--- config.mk ---
export PLATFORM = sky130hd
export DESIGN_NAME = io_timer_intc
export DESIGN_NICKNAME = d
export VERILOG_FILES = /design/src/rtl/io_timer_intc_pkg.sv /design/src/rtl/io_timer_intc_prescaler.sv /design/src/rtl/io_timer_intc.sv
export SDC_FILE = /design/constraint.sdc
export NUM_CORES = 1
export LEC_CHECK = 0
export BUFFER_PORTS_ARGS = -buffer_cell sky130_fd_sc_hd__buf_4
export CAP_MARGIN = 30
export CELL_PAD_IN_SITES_DETAIL_PLACEMENT = 0
export CELL_PAD_IN_SITES_GLOBAL_PLACEMENT = 1
export CORE_AREA = 2 2 115 117
export CTS_CLUSTER_DIAMETER = 200
export DETAILED_ROUTE_END_ITERATION = 12
export DIE_AREA = 0 0 117 119
export HOLD_SLACK_MARGIN = 0.12
export PLACE_DENSITY_LB_ADDON = 0.25
export SKIP_CTS_REPAIR_TIMING = 1
export SLEW_MARGIN = 25
export SYNTH_ARGS = -nofsm -noshare
export SYNTH_HDL_FRONTEND = slang
export SYNTH_SLANG_ARGS = --single-unit
--- constraint.sdc ---
create_clock -name sys_clk -period 2.6 [get_ports sys_clk]
set_input_delay 0.65 -clock sys_clk [delete_from_list [all_inputs] [get_ports sys_clk]]
set_output_delay 0.65 -clock sys_clk [all_outputs]
set_load 0.05 [all_outputs]
--- src/rtl/io_timer_intc_pkg.sv ---
`default_nettype none
// ============================================================================
// Module      : io_timer_intc_pkg
// Description : Shared register map, bit positions and interrupt FSM state
//               encoding for the interval timer / interrupt requester.
//               Register index is the word select Addr[3:2]:
//               0x0 CTRL, 0x4 LOAD, 0x8 COUNT, 0xC STATUS.
// Revision    : 1.0 - initial release
// ============================================================================
package io_timer_intc_pkg;

    // Register word indices (byte offset >> 2)
    localparam logic [1:0] c_TMR_CTRL   = 2'd0;
    localparam logic [1:0] c_TMR_LOAD   = 2'd1;
    localparam logic [1:0] c_TMR_COUNT  = 2'd2;
    localparam logic [1:0] c_TMR_STATUS = 2'd3;

    // CTRL bit positions
    localparam int c_CTRL_EN   = 0;
    localparam int c_CTRL_AUTO = 1;
    localparam int c_CTRL_IE   = 2;

    // STATUS bit positions
    localparam int c_STAT_TC  = 0;
    localparam int c_STAT_OVR = 1;

    typedef enum logic [1:0] {
        INT_IDLE = 2'd0,
        INT_PEND = 2'd1,
        INT_ACKW = 2'd2
    } int_state_e;

endpackage : io_timer_intc_pkg
`default_nettype wire

--- src/rtl/io_timer_intc_prescaler.sv ---
`default_nettype none
// ============================================================================
// Module      : tmr_prescaler
// Description : Divides the system clock into timer ticks. A counter runs
//               0..PRESCALE-1 while en_i is high and tick_o pulses for one
//               cycle on the wrap. Dropping en_i returns the counter to 0.
// Ports       : clk    - system clock
//               rst_n  - asynchronous active-low reset
//               en_i   - count enable
//               tick_o - one-cycle tick pulse
// Revision    : 1.0 - initial release
// ============================================================================
module tmr_prescaler #(
    parameter int PRESCALE = 4
) (
    input  logic clk,
    input  logic rst_n,
    input  logic en_i,
    output logic tick_o
);

    generate
        if (PRESCALE <= 1) begin : g_div1
            // Every enabled cycle is a tick; no state required.
            assign tick_o = en_i;
        end else begin : g_divn
            localparam int              W    = $clog2(PRESCALE);
            localparam logic [W-1:0]    LAST = W'(PRESCALE - 1);

            logic [W-1:0] cnt_q;

            always_ff @(posedge clk or negedge rst_n) begin
                if (!rst_n) begin
                    cnt_q <= '0;
                end else if (!en_i || (cnt_q == LAST)) begin
                    cnt_q <= '0;
                end else begin
                    cnt_q <= cnt_q + 1'b1;
                end
            end

            assign tick_o = en_i && (cnt_q == LAST);
        end
    endgenerate

endmodule : tmr_prescaler
`default_nettype wire

--- src/rtl/io_timer_intc.sv ---
`default_nettype none
// ============================================================================
// Module      : io_timer_intc
// Description : Memory-mapped down-counting interval timer with an interrupt
//               request/acknowledge handshake toward the CPU.
// Ports       : sys_clk  - system clock (rising edge)
//               sys_rst  - asynchronous active-low reset
//               io_cs    - I/O chip select
//               io_rd    - read strobe (wins over io_wr)
//               io_wr    - write strobe
//               Addr     - byte address, [11:4] decoded against BASE_ADDR,
//                          [3:2] selects CTRL/LOAD/COUNT/STATUS
//               D_Out    - CPU write data
//               int_ack  - interrupt acknowledge level
//               DY_io    - combinational read data (0 when not reading)
//               intr     - registered interrupt request
// Revision    : 1.0 - initial release
// ============================================================================
module io_timer_intc
    import io_timer_intc_pkg::*;
#(
    parameter logic [11:0] BASE_ADDR  = 12'hFF0,
    parameter int          PRESCALE   = 4,
    parameter logic [31:0] RESET_LOAD = 32'h0
) (
    input  logic        sys_clk,
    input  logic        sys_rst,
    input  logic        io_cs,
    input  logic        io_rd,
    input  logic        io_wr,
    input  logic [31:0] Addr,
    input  logic [31:0] D_Out,
    input  logic        int_ack,
    output logic [31:0] DY_io,
    output logic        intr
);

    // ------------------------------------------------------------------
    // Bus decode
    // ------------------------------------------------------------------
    logic       w_sel;
    logic       w_rd;
    logic       w_wr;
    logic [1:0] w_idx;
    logic       w_cnt_wr;
    logic       w_unused_addr;

    assign w_sel    = io_cs && (Addr[11:4] == BASE_ADDR[11:4]);
    assign w_rd     = w_sel && io_rd;
    assign w_wr     = w_sel && io_wr && !io_rd;
    assign w_idx    = Addr[3:2];
    assign w_cnt_wr = w_wr && (w_idx == c_TMR_COUNT);

    assign w_unused_addr = ^{Addr[31:12], Addr[1:0]};

    // ------------------------------------------------------------------
    // State
    // ------------------------------------------------------------------
    logic [2:0]  ctrl_q,   ctrl_d;
    logic [31:0] load_q,   load_d;
    logic [31:0] count_q,  count_d;
    logic [1:0]  status_q, status_d;
    logic        tc_q,     tc_d;
    int_state_e  state_q;
    logic        intr_q;
    logic        w_tick;

    tmr_prescaler #(
        .PRESCALE (PRESCALE)
    ) u_prescaler (
        .clk    (sys_clk),
        .rst_n  (sys_rst),
        .en_i   (ctrl_q[c_CTRL_EN]),
        .tick_o (w_tick)
    );

    // ------------------------------------------------------------------
    // Down-counter and register writes. A CPU write to COUNT overrides
    // whatever the tick would have done, including the terminal count.
    // ------------------------------------------------------------------
    always_comb begin
        ctrl_d  = ctrl_q;
        load_d  = load_q;
        count_d = count_q;
        tc_d    = 1'b0;

        if (w_tick && !w_cnt_wr) begin
            if (count_q != '0) begin
                count_d = count_q - 32'd1;
                if (count_q == 32'd1) begin
                    tc_d = 1'b1;
                    // One-shot mode stops itself at terminal count.
                    if (!ctrl_q[c_CTRL_AUTO]) begin
                        ctrl_d[c_CTRL_EN] = 1'b0;
                    end
                end
            end else if (ctrl_q[c_CTRL_AUTO]) begin
                // The tick after reaching zero is spent on the reload.
                count_d = load_q;
            end
        end

        if (w_cnt_wr) begin
            count_d = D_Out;
        end
        if (w_wr && (w_idx == c_TMR_CTRL)) begin
            ctrl_d = D_Out[2:0];
        end
        if (w_wr && (w_idx == c_TMR_LOAD)) begin
            load_d = D_Out;
        end
    end

    // STATUS: write-1-to-clear, with a simultaneous hardware set taking
    // priority. The terminal-count event is seen one cycle after COUNT
    // reaches zero (tc_q), in step with the interrupt FSM.
    always_comb begin
        status_d = status_q;
        if (w_wr && (w_idx == c_TMR_STATUS)) begin
            status_d = status_q & ~D_Out[1:0];
        end
        if (tc_q) begin
            status_d[c_STAT_TC] = 1'b1;
            if (state_q == INT_PEND) begin
                status_d[c_STAT_OVR] = 1'b1;
            end
        end
    end

    always_ff @(posedge sys_clk or negedge sys_rst) begin
        if (!sys_rst) begin
            ctrl_q   <= '0;
            load_q   <= RESET_LOAD;
            count_q  <= '0;
            status_q <= '0;
            tc_q     <= 1'b0;
        end else begin
            ctrl_q   <= ctrl_d;
            load_q   <= load_d;
            count_q  <= count_d;
            status_q <= status_d;
            tc_q     <= tc_d;
        end
    end

    // ------------------------------------------------------------------
    // Interrupt FSM. ACKW holds off a new request until the acknowledge
    // level is released, so a long ack services exactly one request.
    // ------------------------------------------------------------------
    always_ff @(posedge sys_clk or negedge sys_rst) begin
        if (!sys_rst) begin
            state_q <= INT_IDLE;
            intr_q  <= 1'b0;
        end else begin
            case (state_q)
                INT_IDLE: begin
                    if (tc_q && ctrl_q[c_CTRL_IE]) begin
                        state_q <= INT_PEND;
                        intr_q  <= 1'b1;
                    end
                end
                INT_PEND: begin
                    if (!ctrl_q[c_CTRL_IE]) begin
                        state_q <= INT_IDLE;
                        intr_q  <= 1'b0;
                    end else if (int_ack) begin
                        state_q <= INT_ACKW;
                        intr_q  <= 1'b0;
                    end
                end
                INT_ACKW: begin
                    intr_q <= 1'b0;
                    if (!int_ack) begin
                        state_q <= INT_IDLE;
                    end
                end
                default: begin
                    state_q <= INT_IDLE;
                    intr_q  <= 1'b0;
                end
            endcase
        end
    end

    assign intr = intr_q;

    // ------------------------------------------------------------------
    // Zero-latency read mux
    // ------------------------------------------------------------------
    always_comb begin
        DY_io = 32'h0;
        if (w_rd) begin
            case (w_idx)
                c_TMR_CTRL:   DY_io = {29'd0, ctrl_q};
                c_TMR_LOAD:   DY_io = load_q;
                c_TMR_COUNT:  DY_io = count_q;
                c_TMR_STATUS: DY_io = {30'd0, status_q};
                default:      DY_io = 32'h0;
            endcase
        end
    end

endmodule : io_timer_intc
`default_nettype wire

* Word-level counts from Yosys, hierarchy flattened
Cells that the tools add are included.
Word-level totals: flip-flop bits (word level) 75, bits of input ports 70, output and inout port bits 33
Operators by class: $add $sub $neg 2, equality and inequality tests 12, multiplexer cells 27, bitwise operators 2, reduce and logical (&&, ||, !) cells 28
Operators by type and width (number):
- $mux W32 | 5
- $pmux W32 S4 | 1
- $eq A32 B1 Y1 const B | 1
- $reduce_bool A32 Y1 | 1
- $sub A32 B1 Y32 const B | 1
- $mux W2 | 7
- $mux W1 | 12
- $logic_and A1 B1 Y1 | 11
- $reduce_bool A2 Y1 | 5
- $eq A2 B2 Y1 const B | 4
- $eq A8 B8 Y1 const B | 1
- $pmux W2 S3 | 1
- $eq A2 B1 Y1 const B | 2
- $logic_not A2 Y1 | 2
- $ne A2 B2 Y1 const B | 2
- $reduce_and A2 Y1 | 2
- $reduce_and A4 Y1 | 1
- $logic_not A1 Y1 | 3
- $ne A3 B3 Y1 const B | 1
- $reduce_and A3 Y1 | 1
- $reduce_bool A3 Y1 | 1
- $add A2 B1 Y2 const B | 1
- $and A2 B2 Y2 | 1
- $ne A2 B1 Y1 const B | 1
- 3 further kinds | 3

* Depth between registers and ports, before layout
Gate-level depths: netlist of the first run.
depth after elaboration 9, mapped depth 10, depth with buffers taken out 8

* Modules after synthesis
A second synthesis of the first run with hierarchy kept.
Unflattened totals: cells, all modules 505, area total of the unflattened synthesis 4596.9 um^2
Modules (own cells, without submodules):
- io_timer_intc | times used 1, cells each 499, area an instance 4505.6 um^2
- tmr_prescaler | times used 1, cells each 6, area an instance 91.3 um^2

* Least setup slack after synthesis of the first run
Ideal clock, no wire load.
kind input port to output port, from in Addr[3], to out DY_io[21], data arrival time 2439 ps, required time 1950 ps, path slack -489 ps, stages 6, buffers on the path 3, cell sequence clkbuf_1 nor2b_1 clkbuf_1 buf_1 a22oi_1 nor2_1
On the way: word-level cells in the longest chain between the ends 3, elaborated cells between the ends (all ways) 6, classes of those cells eq/ne (3); mux (2); reduce/logical (1)
RTL lines:
- from (decl) | RTL line io_timer_intc.sv:31 | input logic [31:0] Addr,
- $eq A2 B2 Y1 (tied with other cells) | RTL line io_timer_intc.sv:193 | case (w_idx)
- $pmux W32 S4 * | RTL line io_timer_intc.sv:193
- $mux W32 * | RTL line io_timer_intc.sv:192 | if (w_rd) begin
- to (decl) | RTL line io_timer_intc.sv:34 | output logic [31:0] DY_io,
Every way passes the cells marked *; elsewhere a longest branch is shown, timed or not.

* Worst setup path after layout of the first run
from reg count_q[27], to reg count_q[26]
On the way: word-level cells in the longest chain between the ends 4, elaborated cells between the ends (all ways) 6, classes of those cells mux (3); reduce/logical (3)
RTL lines:
- from (decl) | RTL line io_timer_intc.sv:61 | logic [31:0] count_q, count_d;
- from (signal assigned) | RTL line io_timer_intc.sv:140 | count_q <= count_d;
- $reduce_bool A32 Y1 * | RTL line io_timer_intc.sv:88 | if (count_q != '0) begin
- $mux W32 | RTL line io_timer_intc.sv:88
- $mux W32 | RTL line io_timer_intc.sv:87 | if (w_tick && !w_cnt_wr) begin
- $mux W32 | RTL line io_timer_intc.sv:103 | if (w_cnt_wr) begin
Every way passes the cells marked *; elsewhere a longest branch is shown, timed or not. The select of a mux whose other input is x is not followed. A chain may end at the register's enable or synchronous reset.

==> results of run 1 <==
[layout by cell type, fill, tap and decap left out, types with 4 or more instances in the layout]
cell	n
buf_4	140
dfrtp_1	75
nand2_1	37
mux2_2	33
nor2_1	31
nor2_4	30
a22oi_1	29
a21oi_1	20
o21ai_0	14
nor4_1	12
nor3_1	12
a221o_1	11
inv_1	9
nand3_1	9
xnor2_1	9
clkbuf_16	9
buf_6	8
nand4_1	7
or3_1	7
o21ai_1	7
nand3b_1	6
buf_12	5
and4_1	4
nor2b_1	4
or4_4	4
or4_1	4
a211oi_1	4
a22oi_2	4
o22ai_2	4
o211ai_1	4
[state kept, by name, summed over array words and instances, names as in the netlist]
signal                    cells
u_prescaler.g_divn.cnt_q      2
ctrl_q                        3
count_q                      32
status_q                      2
load_q                       32
state_q                       2
intr                          1
tc_q                          1
[final timing paths]
path	end	slack (ns)
min in group sys_clk	u_prescaler.g_divn.cnt_q[0]	0.46
hold / removal	load_q[17]	0.26
max in group asynchronous	load_q[1]	1.72
hold reg to reg	u_prescaler.g_divn.cnt_q[0]	0.46
setup / recovery	count_q[26]	-0.07
setup reg to reg	count_q[26]	-0.07
[per-layer routing]
layer / share of wire (%) / routed length, µm
met5: 0 / 0
met4: 1.6 / 239
met3: 3.8 / 577
met2: 48 / 7280
met1: 46 / 6960
[logic make-up (layout without fill, tap and decap cells)]
logic type / count (synthesis) / count (layout) / synth area share (%)
mux: 36 / 36 / 9.33
compound gates: 132 / 132 / 20.7
flops: 75 / 75 / 41.1
fa+ha+maj: 3 / 3 / 0.821
simple gates: 196 / 196 / 22.1
xor+xnor: 12 / 12 / 2.30
buf+inv: 42 / 178 / 3.78
[power by group]
group / internal, µW / switching, µW
combinational: 177 / 216
clock: 739 / 520
sequential: 1180 / 9.83
[cell type report]
type | count | area, µm²
Fill cell | 1229 | 6310
Tap cell | 176 | 220
Clock inverter | 7 | 68.8
Sequential cell | 75 | 1880
Multi-Input combinational cell | 379 | 2900
Clock buffer | 9 | 225
Timing Repair Buffer | 153 | 1240
Inverter | 9 | 33.8
[per-stage QoR]
stage                     std cells  hold WS [ns]  setup TNS (ns)  utilization [%]
final                           808         0.261          -0.667             51.0
after global routing            808         0.314           -1.46             51.0
after CTS                       805         0.295           -1.15             49.7
after detailed placement        789         0.448          -0.814             47.4
after global placement          789         0.424          -0.511             47.4
after floorplan                 496         0.354           -1.47                -
[worst max-delay path: cells and delay by family (launching register included)]
kind	cells	cell delay, ns
flip-flops	1	0.37
buffers and inverters	2	0.25
AND/OR/NAND/NOR	3	1.60
AO/OA/AOI/OAI	3	0.37
==> impl_metrics.tcl, run 1 <==
set metrics [dict create \
    status "finished with violations" \
    violations "negative setup slack" \
    power_density_nw_per_um2 432 \
    insertedDiodeCount 0 \
    crit_path_cell_trace "or4_4 -> or4_4 -> or4_4 -> a31oi_4 -> buf_6 -> buf_6 -> o21ai_1 -> o211ai_1" \
    hold_viol 0 \
    synth_top_area_share_pct 41.1 \
    grtUsageMet1_pct 31.6 \
    wl_per_cell_um 18.6 \
    ys_top_cells_by_area "dfrtp_1, mux2_2, a22oi_1" \
    grt_use_met3_pct 3.00 \
    cp_common_cell "or4_4" \
    final_nets 700 \
    drive_above_1_share_pct 43.4 \
    grt_max_degree 40 \
    drcViolationCount 0 \
    syn_area_um2 4570 \
    final_antenna_net_count 0 \
    syn_inst 496 \
    r2r_start "count_q[27]" \
    ys_warn_count 0 \
    worstPathRequired_ns 2.86 \
    area_growth_pct 43.7 \
    top_usage_layer "met2" \
    clk-insertion-delay-late_ns 0.34 \
    core_region_area_um2 12900 \
    rr_worst_depth 8 \
    fp.dieH_um 119 \
    ys_seq_area_share_pct 41.1 \
    root_buffer "clkbuf_16" \
    placed_area_um2 6100 \
    io_buffers 80 \
    die-width_um 117 \
    synth_common_cells "dfrtp_1, nor2_1, nand2_1, a22oi_1, mux2_2" \
    path_class "register to register" \
    cts_tree "built" \
    dp_hpwl_mm 10.9 \
    synth_top_area_cell "dfrtp_1" \
    gp_congestion 0.858 \
    vias 4541 \
    crit_arrival_ns 2.93 \
    drt_iter0_drc 241 \
    hp-class "input port to async pin" \
    ir_worst_vdd_uv 213 \
    rsz0062_at_grt "true" \
    clock_path_buffers 2 \
    max_freq_mhz 374 \
    slew_violations 0 \
    wl_mm 15.1 \
    synth_nets 569 \
    first_pass_iters 4 \
    antenna_found_initial 0 \
    fin_worst_skew_ns 0.0119 \
    critPathMaxFanout 4 \
    clk_pin_slew_worst_paths_ns 0.06 \
    grt.overflow.total 0 \
    cts.htree.levels 3 \
    max_stage_delay_ns 0.60 \
    period_share_pct 103 \
    start_util_pct 35.5 \
    crit_start "count_q[27]" \
    final_area_um2 6570 \
    num_rows 42 \
    viasPerCell 5.62 \
    setup_viol_count_final 20 \
    grt_pass1_vias 4565 \
    async_flop_share_pct 100 \
    cap_viol_max_count 0 \
    synth.avg_cell_area_um2 9.22 \
    fin_crit_ns 2.67 \
    synth-edff-count 0 \
    cts_buffers 9 \
    track_usage_pct 22.3 \
    leakage_uw 0.00291 \
    grt_first_pass_wirelength_mm 24.1 \
    yosysMostFrequentCell "dfrtp_1" \
    ios 103 \
    synth_ff_type "dfrtp_1" \
    power.total_uw 2840 \
    ys_types 60 \
    slew_headroom_pct 64.7 \
    crit_path_start_kind "register" \
    end_kind "register" \
    worst_pin_slew_ns 0.529 \
    global_route.usage.met2_pct 34.9 \
    crit_slowest_cell "or4_4" \
    layout_setup_ws_ns -0.0729 \
    yosys_register_bits 75 \
    dp_slack_ns -0.108 \
    dieArea_um2 13900 \
    clock-sinks 75 \
]
Note: power is estimated with default switching activity, not from simulation.
==> run 2: changes to the inputs <==
- GPL_TIMING_DRIVEN: not set -> 0
==> run 2 against run 1 <==
Compared with the run above: the run still ends with negative setup slack left; register-to-register slack lost 0.11 ns; clock power grew 8%; routed wire length grew 6.8%; first-iteration DRC count grew 37%; via count grew 0.68%; sequential share of layout area grew 0.42 points; worst setup slack lost 0.11 ns; largest power group unchanged; highest routed layer unchanged.
==> impl_metrics.tcl, run 2 (synthesized netlist as in run 1, its figures left out) <==
set metrics [dict create \
    status "finished with violations" \
    violations "negative setup slack" \
    multi_input_area_um2 3030 \
    grt_pass1_vias 4364 \
    hp-class "input port to async pin" \
    path_class "register to register" \
    layout_setup_ws_ns -0.179 \
    drcViolationCount 0 \
    final_antenna_net_count 0 \
    fill_cells 1205 \
    power_density_nw_per_um2 452 \
    ir_worst_vdd_uv 248 \
    grt.overflow.total 0 \
    critPathMaxFanout 5 \
    endpoint "count_q[27]" \
    slew_violations 0 \
    cts.htree.levels 3 \
    core_region_area_um2 12900 \
    clk-insertion-delay-late_ns 0.35 \
    wl_per_cell_um 20.5 \
    timing.rr.end "count_q[27]" \
    fin_crit_ns 2.78 \
    cts_tree "built" \
    end_kind "register" \
    mostFrequentLayoutCells "buf_4, dfrtp_1, nand2_1, mux2_2, nor2_1" \
    track_usage_pct 23.0 \
    dp_hpwl_mm 10.9 \
    reg_top3 "count_q (32), load_q (32), ctrl_q (3)" \
    setup_tns_ns -2.54 \
    max_freq_mhz 360 \
    postLayoutCoreUtil_pct 50.4 \
    slew_headroom_pct 48.0 \
    cap_viol_max_count 0 \
    reg2reg_slack_ns -0.18 \
    die-width_um 117 \
    r2r_start "count_q[29]" \
    insertedDiodeCount 0 \
    final_common_cell "buf_4" \
    rr_worst_depth 8 \
    antenna_found_initial 0 \
    whs_ns 0.226 \
    final_nets 677 \
    num_rows 42 \
    fin_worst_skew_ns 0.00412 \
    worstPathRequired_ns 2.87 \
    drive_above_1_share_pct 42.5 \
    gp_congestion 0.878 \
    cts_buffers 9 \
    setup_viol_count_final 24 \
    crit_start "count_q[29]" \
    first_pass_iters 4 \
    io_buffers 80 \
    rsz0062_at_grt "true" \
    viasPerCell 5.82 \
    wl_mm 16.1 \
    clock-sinks 75 \
    crit_path_start_kind "register" \
    grt_first_pass_wirelength_mm 24.4 \
    area_growth_pct 41.9 \
    crit_arrival_ns 3.05 \
    leakage_uw 0.00279 \
    grt_max_degree 48 \
    fp.dieH_um 119 \
    drt_iter0_drc 329 \
    period_share_pct 107 \
    clk_pin_slew_worst_paths_ns 0.06 \
    vias 4572 \
    ios 103 \
    hold_viol 0 \
    final-seq-area_um2 1880 \
    worst_pin_slew_ns 0.780 \
    root_buffer "clkbuf_16" \
    dieArea_um2 13900 \
    clock_path_buffers 2 \
    start_util_pct 35.5 \
]
run 2: cell count changes in the layout (fill, tap and decap cells not counted), moves of 5 or more:
cell,change
a22oi_1,-5
a22oi_2,+5
buf_4,-35
clkbuf_1,+9
clkbuf_2,+5
nor4_1,-6
run 2: worst max-delay path, stage by stage (launching register included):
cell     delay [ns]
dfrtp_2        0.43
or4_4          0.58
or4_4          0.48
or4_4          0.50
a31oi_4        0.25
buf_12         0.15
buf_8          0.14
a22oi_2        0.05
o21ai_1        0.11
run 2: report_power, final:
part | leakage [µW] | internal [µW] | switching [µW]
logic | 0.00163 | 166 | 218
clock network | 0.000147 | 836 | 520
registers | 0.00102 | 1180 | 11.8
run 2: cell type report:
type                       instances  area share, %
multi-input combinational        379           46.7
sequential                        75           29.0
inverter                           9          0.521
clock inverter                     7           1.43
buffer                            26           2.58
tap                              176           3.40
timing repair buffer             104           12.9
clock buffer                       9           3.47
run 2: stage by stage:
step,power (µW),worst slack [ns],std cells,area [µm²]
floorplan,1380,-0.0981,496,4830
global placement,1530,-0.800,752,5650
detailed placement,1540,-0.680,753,5680
CTS,2890,-0.596,769,6000
global route,3030,-0.230,785,6490
finish,2930,-0.179,785,6490
run 2: worst min-delay path by stage:
stage                                      from                          end  slack, ns  depth (start not counted)
CTS                                     sys_rst                   load_q[17]       0.25                          1
floorplan                               sys_rst                   count_q[0]       0.35                          0
finish                                  sys_rst                   load_q[17]       0.23                          1
detailed placement  u_prescaler.g_divn.cnt_q[0]  u_prescaler.g_divn.cnt_q[0]       0.43                          1
global route                            sys_rst                   load_q[17]       0.26                          1
global placement    u_prescaler.g_divn.cnt_q[0]  u_prescaler.g_divn.cnt_q[0]       0.42                          1
run 2: per-layer routing:
metal | vias to the layer above | track usage (%) | wire, µm
met5 | - | 0 | 0
met4 | 0 | 6.10 | 295
met3 | 28 | 4.73 | 977
met2 | 156 | 35.9 | 7730
met1 | 2289 | 32.5 | 7080
li1 | 2099 | - | -
==> run 3: changes to the inputs <==
- BUFFER_PORTS_ARGS: -buffer_cell sky130_fd_sc_hd__buf_4 -> -buffer_cell sky130_fd_sc_hd__buf_2
- CORE_AREA: 2 2 115 117 -> 2 2 97 137
- DIE_AREA: 0 0 117 119 -> 0 0 99 139
==> run 3 against run 2 <==
Compared with the run above: the run still ends with negative setup slack left; clock skew increased by 0.0053 ns; clock power down 7%; total power decreased by 3.1%; count of clock-buffer cells in the layout is 5 higher; design area is 1.8% lower; non-clock buffer count increased by 5; worst setup slack got worse by 0.064 ns; die area is 1.2% lower; via count increased by 1.0%; register-to-register slack lost 0.06 ns; largest cell class unchanged; highest routed layer unchanged.
==> impl_metrics.tcl, run 3 (synthesized netlist as in run 1, its figures left out) <==
set metrics [dict create \
    crit_slowest_cell "or4_4" \
    area_growth_pct 39.4 \
    wl_mm 16.5 \
    final_nets 683 \
    leakage_uw 0.00273 \
    postLayoutCoreUtil_pct 50.7 \
    setup_viol_count_final 28 \
    slew_violations 0 \
    cap_viol_max_count 0 \
    path_class "register to register" \
    final_antenna_net_count 0 \
    placed_area_um2 5460 \
    root_buffer "clkbuf_16" \
    final_common_cell "dfrtp_1" \
    first_pass_iters 5 \
    fill_cells 1179 \
    grt_first_pass_wirelength_mm 25.2 \
    clk_pin_slew_worst_paths_ns 0.06 \
    clk-insertion-delay-late_ns 0.34 \
    hold_viol 0 \
    fin_crit_ns 2.84 \
    drcViolationCount 0 \
    period_share_pct 109 \
    num_rows 49 \
    insertedDiodeCount 0 \
    drt_iter0_drc 322 \
    violations "negative setup slack" \
    mostFrequentLayoutCells "dfrtp_1, buf_2, nand2_1, buf_4, mux2_2" \
    dieArea_um2 13800 \
    track_usage_pct 23.5 \
    core_region_area_um2 12600 \
    ios 103 \
    viasPerCell 6.02 \
    cts.htree.levels 3 \
    reg_top3 "count_q (32), load_q (32), ctrl_q (3)" \
    clock-sinks 75 \
    die-width_um 99 \
    io_buffers 80 \
    end_kind "register" \
    grt_max_degree 48 \
    max_stage_delay_ns 0.58 \
    grt.overflow.total 0 \
    reg2reg_slack_ns -0.24 \
    antenna_found_initial 0 \
    crit_path_cell_trace "or4_4 -> or4_4 -> or4_4 -> a31oi_4 -> buf_6 -> o21a_1 -> a211o_1" \
    slew_headroom_pct 49.2 \
    crit_path_start_kind "register" \
    fin_worst_skew_ns 0.00943 \
    rsz0062_at_grt "true" \
    critPathMaxFanout 6 \
    power_density_nw_per_um2 446 \
    max_freq_mhz 352 \
    gp_congestion 0.881 \
    worstPathRequired_ns 2.88 \
    whs_ns 0.237 \
    grt_pass1_vias 4585 \
    layout_setup_ws_ns -0.243 \
    power.total_uw 2840 \
    clock_path_buffers 2 \
    final_area_um2 6370 \
    cts_buffers 9 \
    start_util_pct 36.4 \
    dp_hpwl_mm 11.3 \
    crit_arrival_ns 3.12 \
    fp.dieH_um 139 \
    worst_pin_slew_ns 0.762 \
    hp-class "input port to async pin" \
    status "finished with violations" \
    ir_worst_vdd_uv 306 \
    vias 4620 \
    drive_above_1_share_pct 42.8 \
    cts_tree "built" \
    cp_common_cell "or4_4" \
    wl_per_cell_um 21.5 \
]
-- run 3: power by group --
part           switching, µW  total (µW)  internal [µW]
Combinational            227         377            150
Clock                    501        1270            771
Sequential              11.6        1190           1180
-- run 3: worst max-delay path, delay by kind of cell, from the launching register on --
kind | cells | cell delay, ns
AOI/OAI and AO/OA | 3 | 0.59
buffers and inverters | 1 | 0.19
DFF | 1 | 0.44
and+or+nand+nor | 3 | 1.56
-- run 3: area by class of cell --
| cell class | instances | area [µm²] | share of cell area [%] |
|---|---|---|---|
| sequential | 75 | 1880 | 29.5 |
| tap | 153 | 191 | 3.00 |
| clock buffer | 14 | 254 | 3.99 |
| inverter | 9 | 33.8 | 0.530 |
| clock inverter | 2 | 35.0 | 0.550 |
| multi-input combinational | 380 | 3060 | 48.1 |
| buffer | 28 | 175 | 2.75 |
| timing repair buffer | 107 | 739 | 11.6 |
-- run 3: worst paths after layout --
check                      cells after the start                          end                         from
max                                            7                  count_q[30]                  count_q[29]
min in group sys_clk                           1  u_prescaler.g_divn.cnt_q[0]  u_prescaler.g_divn.cnt_q[0]
min reg2reg                                    1  u_prescaler.g_divn.cnt_q[0]  u_prescaler.g_divn.cnt_q[0]
min                                            1                   load_q[30]                      sys_rst
max in group asynchronous                      2                  count_q[29]                      sys_rst
max reg2reg                                    7                  count_q[30]                  count_q[29]
-- run 3: layer usage --
metal	vias up	wire length, µm	share of wire, %	GRT usage [%]
met5	-	0	0	0
li1	2117	-	-	-
met1	2286	6600	40	29.8
met4	0	519	3.1	9.95
met2	187	8490	51	39.8
met3	30	928	5.6	3.48
-- run 3: metrics by stage --
step / std cells / setup TNS [ns] / setup slack, ns
2_1_floorplan: 496 / -1.47 / -0.0981
5_1_grt: 768 / -6.26 / -0.276
3_5_place_dp: 730 / -54.15 / -0.753
4_1_cts: 746 / -44.49 / -0.762
6_report: 768 / -5.02 / -0.243
3_3_place_gp: 729 / -51.82 / -0.844
